## src/rtl/pc_sequencer.sv

```systemverilog
// Fetch-stage program-counter sequencer with redirect, jump and call/return.
// The return-address stack is a circular buffer, so a call into a full stack overwrites the oldest entry.
module pc_sequencer #(
   parameter int unsigned       ADDR_W     = 5,
   parameter int unsigned       RAS_DEPTH  = 4,
   parameter logic [ADDR_W-1:0] RESET_ADDR = '0
) (
   input  logic              clk,
   input  logic              rst_n,
   input  logic              ce_i,
   input  logic              fetch_ready_i,
   input  logic              redirect_valid_i,
   input  logic [ADDR_W-1:0] redirect_addr_i,
   input  logic              jump_valid_i,
   input  logic [ADDR_W-1:0] jump_addr_i,
   input  logic              call_i,
   input  logic              ret_i,
   output logic [ADDR_W-1:0] pc_o,
   output logic              pc_valid_o,
   output logic              ras_empty_o,
   output logic              ras_full_o,
   output logic              ras_underflow_o
);

   localparam int unsigned PTR_W = (RAS_DEPTH > 1) ? $clog2(RAS_DEPTH) : 1;
   localparam int unsigned CNT_W = $clog2(RAS_DEPTH + 1);

   logic [ADDR_W-1:0] pc_q, pc_d;
   logic              valid_q, valid_d;
   logic [CNT_W-1:0]  cnt_q, cnt_d;
   logic [PTR_W-1:0]  ptr_q, ptr_d;
   logic              under_q, under_d;
   logic [ADDR_W-1:0] ras_q [RAS_DEPTH];

   logic              rasWe;
   logic [PTR_W-1:0]  rasWaddr;
   logic [ADDR_W-1:0] pcInc;
   logic [PTR_W-1:0]  topIdx;
   logic [PTR_W-1:0]  ptrInc;
   logic              rasEmpty;
   logic              rasFull;

   // ptr_q is the next free slot; the top of stack sits one slot behind it
   assign pcInc    = pc_q + ADDR_W'(1);
   assign topIdx   = (ptr_q == '0) ? PTR_W'(RAS_DEPTH - 1) : ptr_q - PTR_W'(1);
   assign ptrInc   = (ptr_q == PTR_W'(RAS_DEPTH - 1)) ? '0 : ptr_q + PTR_W'(1);
   assign rasEmpty = (cnt_q == '0);
   assign rasFull  = (cnt_q == CNT_W'(RAS_DEPTH));

   always_comb begin
      pc_d     = pc_q;
      valid_d  = valid_q;
      cnt_d    = cnt_q;
      ptr_d    = ptr_q;
      under_d  = 1'b0;
      rasWe    = 1'b0;
      rasWaddr = ptr_q;
      if (ce_i) begin
         if (!valid_q) begin
            valid_d = 1'b1;
         end else if (redirect_valid_i) begin
            pc_d = redirect_addr_i;
         end else if (fetch_ready_i) begin
            if (ret_i && !rasEmpty) begin
               pc_d = ras_q[topIdx];
               if (call_i) begin
                  // call+ret swaps the top for the new return address
                  rasWe    = 1'b1;
                  rasWaddr = topIdx;
               end else begin
                  ptr_d = topIdx;
                  cnt_d = cnt_q - CNT_W'(1);
               end
            end else if (ret_i && !call_i) begin
               pc_d    = pcInc;
               under_d = 1'b1;
            end else if (call_i) begin
               rasWe    = 1'b1;
               rasWaddr = ptr_q;
               ptr_d    = ptrInc;
               pc_d     = jump_addr_i;
               if (!rasFull) cnt_d = cnt_q + CNT_W'(1);
            end else if (jump_valid_i) begin
               pc_d = jump_addr_i;
            end else begin
               pc_d = pcInc;
            end
         end
      end
   end

   always_ff @(posedge clk or negedge rst_n) begin
      if (!rst_n) begin
         pc_q    <= RESET_ADDR;
         valid_q <= 1'b0;
         cnt_q   <= '0;
         ptr_q   <= '0;
         under_q <= 1'b0;
      end else begin
         pc_q    <= pc_d;
         valid_q <= valid_d;
         cnt_q   <= cnt_d;
         ptr_q   <= ptr_d;
         under_q <= under_d;
      end
   end

   // Stack contents are don't-care after reset, so the array carries no reset
   always_ff @(posedge clk) begin
      if (rasWe) ras_q[rasWaddr] <= pcInc;
   end

   assign pc_o            = pc_q;
   assign pc_valid_o      = valid_q;
   assign ras_empty_o     = rasEmpty;
   assign ras_full_o      = rasFull;
   assign ras_underflow_o = under_q;

endmodule

```

## config.mk

```make
export PLATFORM = sky130hd
export DESIGN_NAME = pc_sequencer
export DESIGN_NICKNAME = d
export VERILOG_FILES = /design/src/rtl/pc_sequencer.sv
export SDC_FILE = /design/constraint.sdc
export NUM_CORES = 1
export LEC_CHECK = 0
export ABC_CLOCK_PERIOD_IN_PS = 1900
export CAP_MARGIN = 5
export CORE_MARGIN = 2
export CORE_UTILIZATION = 35
export DETAILED_ROUTE_END_ITERATION = 10
export GPL_TIMING_DRIVEN = 1
export PLACE_DENSITY = 0.56
export RECOVER_POWER = 50
export SYNTH_ARGS = -nofsm -noshare
export SYNTH_HDL_FRONTEND = slang
export SYNTH_SLANG_ARGS = --single-unit
```

## constraint.sdc

```tcl
create_clock -name clk -period 1.9 [get_ports clk]
set_input_delay 0.19 -clock clk [delete_from_list [all_inputs] [get_ports clk]]
set_output_delay 0.19 -clock clk [all_outputs]
set_load 0.05 [all_outputs]
```

[Yosys cells after proc, flatten, opt, wreduce, memory -nomap -nowiden]
Memory sizes are Yosys's and may differ from the RTL's.
Cells that the tools add are included.
Cells by class
  equal/unequal tests: 5
  bitwise operators: 1
  muxes and demuxes: 38
  add/sub/neg operators: 5
  reduce and logical (&&, ||, !) cells: 11
Operator list (number)
  5-bit 2-to-1 mux: 6
  2-bit 2-to-1 mux: 12
  1-bit 2-to-1 mux: 15
  3-bit 2-to-1 mux: 5
  8-bit AND reduction: 1
  7-bit AND reduction: 1
  5-bit by 1-bit adder with 5-bit output, second input constant: 1
  2-bit inequality test, second input constant: 2
  2-bit nonzero test: 2
  3-bit by 1-bit adder with 3-bit output, second input constant: 1
  3-bit equality test, second input constant: 1
  3-bit logical NOT: 1
  3-bit AND reduction: 1
  3-bit by 1-bit subtractor with 3-bit output, second input constant: 1
  2-bit by 1-bit adder with 2-bit output, second input constant: 1
  2-bit equality test, second input constant: 1
  1-bit logical AND: 2
  1-bit logical NOT: 2
  2-bit logical NOT: 1
  2-bit by 1-bit inequality test with 1-bit output, second input constant: 1
  2-bit by 1-bit subtractor with 2-bit output, second input constant: 1
  1-bit NOT: 1
Word-level totals
  bits of input ports: 18
  memories: 1
  memory bits (writable): 20
  bits in registers: 12
Memory list
  ras_q: words 4, width 5, rd ports 1, clocked after memory_dff 0, write ports 1, line 33  | logic [ADDR_W-1:0] ras_q [RAS_DEPTH];

[Depth between registers and ports, before layout]
  depth after elaboration: 10
  gate-level depth with buffers: 9
  depth with buffers taken out: 8

[Least setup slack after synthesis]
No wires, ideal clock.
  path type: register to register
  from: register cnt_q[1]
  to: register cnt_q[1]
  library setup time: 125 ps
  required time: 1775 ps
  cell stages (with the launch flop): 9
  path buffers: 1
  arrival: 2833 ps
  slack: -1058 ps
  cells stage by stage: dfrtp_1 nor3_1 nor2_1 inv_1 buf_2 ha_1 nor2_1 o21ai_0 mux2_2
On the way
  word-level cells in the longest chain between the ends: 5
  elaborated cells between the ends (all ways): 16
  classes of those cells: 2 x add/sub; 4 x eq/ne; 5 x mux; 5 x reduce/logical
Ends and longest elaborated chain
  from (decl): line 30  | logic [CNT_W-1:0] cnt_q, cnt_d;
  from (signal assigned): line 102  | cnt_q <= cnt_d;
  3-bit logical NOT *: line 47  | assign rasEmpty = (cnt_q == '0);
  named net ras_empty_o: line 20  | output logic ras_empty_o,
  1-bit logical NOT *: line 64  | if (ret_i && !rasEmpty) begin
  1-bit logical AND *: line 64
  2-bit inequality test (no source line), or another cell as far along
  8-bit AND reduction (no source line)
The timed path passes the listed nets; every way through them passes the cells marked *. The select of a mux whose other input is x is not followed.
A chain may end at the register's enable or synchronous reset.

[Worst setup path in the final report]
  from: register ptr_q[1]
  to: register pc_q[3], in the netlist pc_o[3]
On the way
  word-level cells in the longest chain between the ends: 6
  elaborated cells between the ends (all ways): 7
  classes of those cells: 1 x add/sub; 4 x mux; 1 x reduce/logical; 1 x memory
Ends and longest elaborated chain
  from (decl): line 31  | logic [PTR_W-1:0] ptr_q, ptr_d;
  from (signal assigned): line 103  | ptr_q <= ptr_d;
  2-bit by 1-bit subtractor with 2-bit output or 2-bit logical NOT (tied branches): line 45  | assign topIdx = (ptr_q == '0) ? PTR_W'(RAS_DEPTH - 1) : ptr_q - PTR_W'(1);
  2-bit 2-to-1 mux *: line 45
  memory 4 x 5 bit *
  5-bit 2-to-1 mux *: line 64
  5-bit 2-to-1 mux *: line 63  | end else if (fetch_ready_i) begin
  5-bit 2-to-1 mux *: line 61  | end else if (redirect_valid_i) begin
  to (signal assigned): line 100  | pc_q <= pc_d;
  to (decl): line 28  | logic [ADDR_W-1:0] pc_q, pc_d;
Mark *: on every way between the ends. The rest lies on a longest branch, timed or not. The select of a mux whose other input is x is not followed.

==> flow_metrics.py <==
metrics = {
    "route": {
        "wl_per_cell_um": 17.6,
        "drcViolationCount": 0,
        "first_iter_violations": 79,
        "routed_via_density": 5.19,
        "dr.pass1.iters": 4,
        "ant_nets": 0,
        "wl_um": 4070,
        "vias": 1199,
    },
    "setup_path": {
        "cp-end-kind": "register",
        "cp.required_ns": 2.07,
        "start_kind": "register",
        "cp_data_arrival_time_ns": 2.00,
        "ff2ff_setup_slack_ns": 0.07,
        "worstSetupPathType": "register to register",
        "crit_fanout": 3,
    },
    "finish": {
        "nNetsFinal": 201,
        "num_antenna_cells": 0,
        "areaGrowthSynthToFinish_pct": 40.8,
        "fin_util_pct": 52.0,
        "fin_cells": 231,
        "drive_above_1_share_pct": 33.5,
    },
    "timing": {
        "hold_slack_ns": 0.370,
        "final.setup.tns_ns": 0,
        "finalCritPeriodShare_pct": 96.3,
        "rsz0062_at_grt": "yes",
        "finalHoldViolations": 0,
        "finClkSkew_ns": 0.00274,
        "relSlewSlack_pct": 57.8,
        "slew_viol_final": 0,
        "min_period_ns": 1.83,
        "fmax_mhz": 546,
        "tightest_slew_ns": 0.631,
        "setup_viol": 0,
    },
    "clock_tree": {
        "root_buffer": "clkbuf_8",
        "cts_buffer_depth": 2,
        "cts_num_sinks": 32,
        "cts_buffers": 5,
        "cts_tree": "done",
        "clk_latency_ns": 0.28,
        "htreeDepth": 2,
        "clk_pin_slew_ns": 0.07,
    },
    "pwr": {
        "sequentialPowerShare_pct": 30.9,
        "p_comb_share_pct": 47.4,
        "pwr-share-clk_pct": 21.8,
        "leakage_nw": 0.864,
        "finalPower_mw": 3.27,
        "vdd_ir_drop_max_mv": 0.645,
        "p_int_mw": 2.08,
        "sw_frac_of_total_pct": 36.3,
        "p_switching_mw": 1.19,
        "power_density_mw_per_mm2": 1420,
    },
    "global_route": {
        "grt_max_degree": 13,
        "grt_pass1_vias": 1274,
        "grt_pass1_wl_um": 6510,
        "antenna_found_initial": 0,
        "track_usage_pct": 16.8,
        "grt_overflow": 0,
    },
    "synth": {
        "synth_top_area_share_pct": 36.8,
        "yosys_warnings": 0,
        "synth.cell_area_mm2": 0.00163,
        "yosysTopAreaCell": "edfxtp_1",
        "synth_flop_cell": "edfxtp_1",
        "yosysMostFrequentCell": "edfxtp_1",
        "async_flop_share_pct": 37.5,
        "synth.net_count": 153,
        "synth_edf_count": 20,
        "synth-seq-cells": 32,
        "synth_commonest_cells": "edfxtp_1, dfrtp_1, inv_1, nor2_1, nor3_1",
        "synth_sequential_area_ratio_pct": 55.3,
        "yosysUniqueCellTypes": 36,
        "ys_top_cells_by_area": "edfxtp_1, dfrtp_1, mux4_1",
        "synthCells": 130,
        "avgSynthCellArea_um2": 12.5,
    },
    "floorplanning": {
        "coreArea_mm2": 0.00441,
        "initial_core_util_pct": 36.9,
        "die_w_um": 72.3,
        "ios": 27,
        "std_cell_rows": 24,
        "die_y_um": 72.3,
        "dieArea_mm2": 0.00522,
    },
    "min_path": {
        "hold_path_class": "input pin to async pin",
    },
    "placement": {
        "port-buffer-count": 26,
        "gp_congestion": 0.796,
        "dp_hpwl_um": 2940,
        "dpl.cell_count": 222,
    },
    "run_status": {
        "status": "finished, final reports clean",
    },
    "run": {
        "maxCapViolCount": 0,
    },
}
[power by group through the flow]
stage | combinational (mW) | sequential (mW) | clock (mW)
2_1_floorplan | 0.868 | 1.13 | 0
3_3_place_gp | 1.43 | 1.01 | 0
3_5_place_dp | 1.46 | 1.02 | 0
4_1_cts | 1.46 | 1.01 | 0.727
5_1_grt | 1.68 | 1.03 | 0.754
6_report | 1.55 | 1.01 | 0.712
[critical path: stages (launching register included)]
cell     delay (ns)
dfrtp_1        0.37
inv_2          0.07
ha_4           0.17
nor2b_4        0.19
mux4_2         0.54
a21oi_2        0.13
o21ai_1        0.08
a22o_1         0.18
[stage by stage]
step                      instance area (um2)  setup WS [ns]
after global placement                   2140         0.0396
after CTS                                2270        0.00294
after floorplan                          1710         -0.152
after global routing                     2300        -0.0395
after detailed placement                 2140        0.00214
final                                    2300         0.0696
[layout make-up]
cell class	instances	area [um2]
repair buffers	46	410
fillers	360	2120
multi-input cells	84	757
clock buffers	7	96.3
well taps	52	65.1
flip-flops and latches	32	903
inverters	9	33.8
clock inverters	1	30.0
[cells by family (layout without fill, tap and decap cells)]
logic type      Yosys count  after routing  share of synthesized area (%)
xor+xnor                  7              7                           3.76
mux                      11             11                           11.6
fa+ha+maj                 5              5                           4.30
buf+inv                  14             63                           4.07
compound gates           25             25                           9.59
flops                    32             32                           55.3
simple gates             36             36                           11.4
[registers in the layout, summed over array words and instances (netlist names)]
name,flops
ras_q,20
pc_o,5
cnt_q,3
ptr_q,2
pc_valid_o,1
ras_underflow_o,1
[cell usage in the layout (no fill, tap or decap), drive strengths merged, types with 2 or more instances in the layout]
master and instances:
clkdlybuf4s50 23, buf 20, xnor2 5, xor2 2
ha 4, o31ai 3, a21oi 8, mux4 5
o22ai 3, clkbuf 9, nor2 9, o21ai 3
a22o 2, nand2 5, edfxtp 20, inv 9
a31oi 3, nor3 9, dfrtp 12, mux2 4
mux2i 2, nand3 6
[final timing paths]
path / start / end / cells after the start
setup reg to reg: ptr_q[1] / pc_o[3] / 7
min in group clk: pc_valid_o / pc_valid_o / 1
hold reg to reg: pc_valid_o / pc_valid_o / 1
max in group asynchronous: rst_n / cnt_q[1] / 1
setup / recovery: ptr_q[1] / pc_o[3] / 7
hold / removal: rst_n / pc_valid_o / 1
[layer usage]
layer	GRT usage [%]	part of all wire, %	vias to the layer above
met5	0	0	-
met4	6.29	1.4	0
met3	3.61	3.1	4
met2	27.0	49	20
met1	22.3	46	595
li1	-	-	580
[repair_timing]
action	in CTS	in global routing
gates resized for setup	0	12
hold buffers	0	0
endpoints found under the setup margin	0	10
buffers inserted	0	1
(Power assumes the default switching activity.)
